### config.mk
export PLATFORM = sky130hd
export DESIGN_NAME = if_prefetch
export DESIGN_NICKNAME = d
export VERILOG_FILES = /design/src/rtl/if_pkg.sv /design/src/rtl/if_fifo.sv /design/src/rtl/if_prefetch.sv
export SDC_FILE = /design/constraint.sdc
export NUM_CORES = 1
export LEC_CHECK = 0
export ABC_CLOCK_PERIOD_IN_PS = 2500
export BUFFER_PORTS_ARGS = -buffer_cell sky130_fd_sc_hd__buf_2
export CAP_MARGIN = 20
export CELL_PAD_IN_SITES_DETAIL_PLACEMENT = 0
export CELL_PAD_IN_SITES_GLOBAL_PLACEMENT = 1
export CORE_MARGIN = 5
export CORE_UTILIZATION = 47
export DETAILED_ROUTE_END_ITERATION = 16
export GPL_TIMING_DRIVEN = 0
export PLACE_DENSITY = 0.9
export SYNTH_ARGS = -nofsm -noshare
export SYNTH_HDL_FRONTEND = slang
export SYNTH_SLANG_ARGS = --single-unit
### constraint.sdc
create_clock -name clk -period 2.5 [get_ports clk]
set_input_delay 0.5 -clock clk [delete_from_list [all_inputs] [get_ports clk]]
set_output_delay 0.5 -clock clk [all_outputs]
set_load 0.03 [all_outputs]
### src/rtl/if_pkg.sv
// Shared constants, fetch-entry type and sizing helper for the prefetching fetch front end.
package if_pkg;

    localparam int          DATA_W_DEF   = 16;
    localparam int          ADDR_W_DEF   = 16;
    localparam logic [15:0] RESET_PC_DEF = 16'h0000;
    localparam logic [15:0] PC_INC_DEF   = 16'h0001;

    typedef struct packed {
        logic [ADDR_W_DEF-1:0] pc;
        logic [DATA_W_DEF-1:0] instr;
    } fetch_entry_t;

    // Pointer width for a queue of `depth` entries; never narrower than one bit.
    function automatic int ptr_w(input int depth);
        return (depth > 1) ? $clog2(depth) : 1;
    endfunction

endpackage

### src/rtl/if_fifo.sv
// Synchronous FIFO of fetch entries with flush; flush dominates push and pop.
module if_fifo
    import if_pkg::*;
#(
    parameter int  DEPTH   = 4,
    parameter type entry_t = fetch_entry_t,
    localparam int PW      = ptr_w(DEPTH),
    localparam int CW      = $clog2(DEPTH + 1)
) (
    input  logic          clk,
    input  logic          rst_n,
    input  logic          push,
    input  entry_t        push_data,
    input  logic          pop,
    input  logic          flush,
    output entry_t        head,
    output logic [CW-1:0] count,
    output logic          empty,
    output logic          full
);

    entry_t        mem [DEPTH];
    logic [PW-1:0] wr_ptr;
    logic [PW-1:0] rd_ptr;
    logic          do_push;
    logic          do_pop;

    // Explicit wrap so DEPTH need not be a power of two.
    function automatic logic [PW-1:0] ptr_next(input logic [PW-1:0] p);
        return (p == PW'(DEPTH - 1)) ? '0 : p + PW'(1);
    endfunction

    assign empty   = (count == '0);
    assign full    = (count == CW'(DEPTH));
    assign do_push = push && !full && !flush;
    assign do_pop  = pop && !empty && !flush;
    assign head    = empty ? '0 : mem[rd_ptr];

    // NOTE: sequential state is updated with non-blocking assignments so every
    // register sees the pre-edge values of its neighbours.
    always_ff @(posedge clk or negedge rst_n) begin
        if (!rst_n) begin
            wr_ptr <= '0;
            rd_ptr <= '0;
            count  <= '0;
        end else if (flush) begin
            wr_ptr <= '0;
            rd_ptr <= '0;
            count  <= '0;
        end else begin
            if (do_push) wr_ptr <= ptr_next(wr_ptr);
            if (do_pop)  rd_ptr <= ptr_next(rd_ptr);
            case ({do_push, do_pop})
                2'b10:   count <= count + CW'(1);
                2'b01:   count <= count - CW'(1);
                default: count <= count;
            endcase
        end
    end

    // NOTE: storage is deliberately not reset; count gates every read, so stale
    // contents are never observed and the array maps onto plain RAM/flops.
    always_ff @(posedge clk) begin
        if (do_push) mem[wr_ptr] <= push_data;
    end

endmodule

### src/rtl/if_prefetch.sv
// Decoupled instruction fetch: owns the fetch PC, issues one read per cycle and queues returns.
module if_prefetch
    import if_pkg::*;
#(
    parameter int                DATA_W   = DATA_W_DEF,
    parameter int                ADDR_W   = ADDR_W_DEF,
    parameter int                DEPTH    = 4,
    parameter logic [ADDR_W-1:0] RESET_PC = ADDR_W'(RESET_PC_DEF),
    parameter logic [ADDR_W-1:0] PC_INC   = ADDR_W'(PC_INC_DEF)
) (
    input  logic              clk,
    input  logic              rst_n,
    input  logic              hlt,
    input  logic              br_ctrl,
    input  logic [ADDR_W-1:0] new_pc,
    output logic              imem_rd_en,
    output logic [ADDR_W-1:0] imem_addr,
    input  logic [DATA_W-1:0] imem_instr,
    output logic [DATA_W-1:0] instr,
    output logic [ADDR_W-1:0] pc,
    output logic              instr_vld,
    input  logic              instr_rdy,
    output logic [ADDR_W-1:0] fetch_pc
);

    localparam int CW = $clog2(DEPTH + 1);

    typedef struct packed {
        logic [ADDR_W-1:0] pc;
        logic [DATA_W-1:0] instr;
    } entry_t;

    logic [ADDR_W-1:0] fetch_pc_q;
    logic              inflight_q;
    logic [ADDR_W-1:0] inflight_pc_q;

    logic              issue;
    logic              push;
    logic              pop;
    logic [CW:0]       occupancy;
    entry_t            push_data;
    entry_t            head;
    logic [CW-1:0]     fifo_count;
    logic              fifo_empty;
    logic              fifo_full;

    // Issue looks only at registered occupancy (queued + in flight) so a read is
    // never launched without a guaranteed slot for its return.
    // NOTE: every always_comb output gets a default first so no path leaves a
    // latch behind.
    always_comb begin
        occupancy = {1'b0, fifo_count} + (CW + 1)'(inflight_q);
        issue     = 1'b0;
        push      = 1'b0;
        push_data = '{pc: inflight_pc_q, instr: imem_instr};
        if (rst_n && !br_ctrl && !hlt && !fifo_full && (occupancy < (CW + 1)'(DEPTH))) begin
            issue = 1'b1;
        end
        if (inflight_q && !br_ctrl) begin
            push = 1'b1;
        end
    end

    assign pop        = instr_vld && instr_rdy;
    assign imem_rd_en = issue;
    assign imem_addr  = fetch_pc_q;
    assign fetch_pc   = fetch_pc_q;
    assign instr_vld  = !fifo_empty;
    assign instr      = head.instr;
    assign pc         = head.pc;

    // Redirect wins over everything: new target, and the returning read is dropped.
    always_ff @(posedge clk or negedge rst_n) begin
        if (!rst_n) begin
            fetch_pc_q    <= RESET_PC;
            inflight_q    <= 1'b0;
            inflight_pc_q <= '0;
        end else if (br_ctrl) begin
            fetch_pc_q <= new_pc;
            inflight_q <= 1'b0;
        end else begin
            inflight_q <= issue;
            if (issue) begin
                fetch_pc_q    <= fetch_pc_q + PC_INC;
                inflight_pc_q <= fetch_pc_q;
            end
        end
    end

    if_fifo #(
        .DEPTH   (DEPTH),
        .entry_t (entry_t)
    ) u_fifo (
        .clk       (clk),
        .rst_n     (rst_n),
        .push      (push),
        .push_data (push_data),
        .pop       (pop),
        .flush     (br_ctrl),
        .head      (head),
        .count     (fifo_count),
        .empty     (fifo_empty),
        .full      (fifo_full)
    );

endmodule
==> impl_metrics.yaml <==
run_status:
  status: "finished, final reports clean"
synth:
  synth-edff-count: 128
  synth-adder-area-share_pct: 1.36
  ys.flop_type: "edfxtp_1"
  synth_nets: 491
  synth_top_family_by_area: "multiplexers"
  yosys.area_share.simple_pct: 10.3
  synth_xor_area_share_pct: 0.125
  avgSynthCellArea_um2: 15.7
  syn_inst: 447
  synth-async-reset-ratio_pct: 23.8
  syn_area_mm2: 0.00701
  seq_area_frac_synth_pct: 69.1
  synth_cell_type_count: 48
  muxShareOfSynthArea_pct: 10.7
  yosysWarnings: 0
  ys_ff_latch: 168
  synth-compound-area-share_pct: 4.85
place:
  place.detailed.hpwl_um: 9460
  io_buffers: 102
  gp_congestion: 0.851
  dpl_cell_area_mm2: 0.00776
cells_and_area:
  layout_commonest_cell: "edfxtp_1"
  syn_to_final_growth_pct: 21.2
  nNetsFinal: 616
  final_cell_area_mm2: 0.00850
  final_cell_mix: "edfxtp_1 (128), buf_2 (95), nand2_1 (50), dfrtp_1 (37), mux4_2 (32)"
  n_antenna_cell: 0
  drive_above_1_share_pct: 36.7
hold_path:
  hold_class: "in -> async"
drt:
  dr.pass1.iters: 4
  wl_per_cell_um: 18.9
  vias: 4176
  drtIter0Drc: 359
  finalWirelength_um: 14500
  remaining_drc_errors: 0
  ant_nets: 0
  vias_per_cell: 5.44
power_and_ir_drop:
  leakagePower_nw: 3.27
  ir_worst_vdd_mv: 0.558
  p_total_w: 0.00776
  p_per_area_mw_per_mm2: 913
timing:
  max_freq_ghz: 0.406
  slew_violations: 0
  clock_skew_ns: 0.00759
  fin_tns_setup_ns: 0
  rsz0062_at_grt: "yes"
  hold_viol_final: 0
  maxSlewHeadroom_pct: 39.9
  setup_viol: 0
  fin_crit_ns: 2.46
  fin_crit_sh_pct: 98.5
  worst_pin_slew_ns: 0.902
worst_setup_path:
  r2r_start: "u_fifo.count[2]"
  r2r_cells: 7
  worstPathRequired_ns: 2.00
  cp-start-kind: "flop"
  crit_end: "pc[7]"
  crit_arrival_ns: 1.96
  timing.reg2reg.setup_slack_ns: 0.23
  endpoint_kind: "primary output"
  path_max_fanout: 9
  critPathLaunch: "u_fifo.rd_ptr[0]"
  criticalPathCategory: "reg -> out"
  r2r-end: "u_fifo.count[2]"
clock_tree:
  root_buffer: "clkbuf_16"
  cts_buffer_depth: 2
  cts_tree: "done"
  numClockSinks: 168
  clkLatencyLatePin_ns: 0.42
  clk_pin_slew_ns: 0.06
  ctsHtreeMaxLevel: 4
  cts_made_buffers: 17
die:
  start_util_pct: 48.1
  die_h_um: 132
  dieArea_mm2: 0.0175
  core-area_mm2: 0.0146
  die_w_um: 132
  rows: 44
  io_pins: 103
global_routing:
  first_global_vias: 4461
  grt-ovfl-total: 0
  grt_first_pass_wirelength_um: 23800
  grt_max_degree: 35
  grt_usage_pct: 17.3
  antenna_found_initial: 0
run:
  cap_violations: 0
==> worst min path at each step <==
stage,from,to,cells past startpoint
4_1_cts,rst_n,fetch_pc[7],2
2_1_floorplan,rst_n,fetch_pc[0],0
5_1_grt,rst_n,fetch_pc[0],2
3_5_place_dp,inflight_pc_q[7],u_fifo.mem[1][23],0
6_report,rst_n,fetch_pc[6],2
3_3_place_gp,inflight_pc_q[4],u_fifo.mem[2][20],0
==> per-layer routing <==
layer | GRT usage [%] | vias up | wire [um]
met5 | 0 | - | 0
met3 | 4.96 | 14 | 927
met2 | 27.1 | 130 | 7190
li1 | - | 1935 | -
met4 | 5.20 | 0 | 125
met1 | 23.7 | 2097 | 6280
==> registers in the layout, summed over array words and instances, names as in the netlist <==
signal / flops
u_fifo.mem: 128
fetch_pc: 16
inflight_pc_q: 16
u_fifo.count: 3
u_fifo.rd_ptr: 2
u_fifo.wr_ptr: 2
inflight_q: 1
==> power breakdown <==
group | internal, W | switching [W] | leakage, nW | total (W)
clock | 0.00124 | 0.000989 | 0.234 | 0.00223
combinational | 0.000905 | 0.00122 | 1.37 | 0.00213
sequential | 0.00321 | 0.000188 | 1.66 | 0.00340
==> critical path: stages (launching register included) <==
cell and delay, ns:
dfrtp_1 0.37, buf_8 0.17, buf_12 0.15, mux4_2 0.50, and2_1 0.17, buf_2 0.18
==> Yosys cell counts (all sizes together), types with 4 or more instances <==
cell	instances	area share, %
nor2	9	0.48
nand2	51	2.7
a221o	5	0.71
ha	6	1.1
a21oi	9	0.64
buf	21	2.0
o21ai	8	0.57
nand4	4	0.36
clkbuf	16	0.87
edfxtp	128	55
nand3	14	1.0
mux4	32	10
dfrtp	40	14
nor4	5	0.54
inv	11	0.59
and2	36	3.2
o211ai	5	0.54
==> timing repair <==
item | 4_1_cts | 5_1_grt
pin swaps | 1 | 2
hold buffers | 2 | 0
resized for setup | 40 | 23
hold endpoints to repair | 34 | 0
endpoints found under the setup margin | 58 | 161
buffers inserted | 2 | 2
cloned | 0 | 1
==> per-stage QoR <==
| step | hold WS [ns] | worst slack (ns) | instances | util [%] |
|---|---|---|---|---|
| finish | 0.0275 | 0.0377 | 767 | 58.3 |
| detailed placement | 0.515 | -1.03 | 733 | 53.2 |
| CTS | 0.0239 | -0.0113 | 764 | 57.6 |
| floorplan | 0.204 | 0.197 | 447 | - |
| global placement | 0.490 | -0.984 | 733 | 53.1 |
| global route | 0.0348 | -0.0551 | 767 | 58.3 |
==> logic make-up (layout without fill, tap and decap cells) <==
logic type	Yosys count	after routing
flip-flops	168	168
AND/OR/NAND/NOR	139	139
buffers and inverters	49	185
AO/OA/AOI/OAI	48	48
multiplexers	35	35
adder cells (fa/ha/maj)	7	7
XOR/XNOR	1	1
==> final cells by class <==
class / count / area, um2
buffer: 34 / 267
clock buffer: 20 / 437
clock inverter: 10 / 57.6
fill: 1117 / 6090
inverter: 12 / 47.5
multi-input combinational: 230 / 1960
sequential: 168 / 4850
tap: 184 / 230
timing repair buffer: 109 / 649
Power figures use the tool's default switching activity.
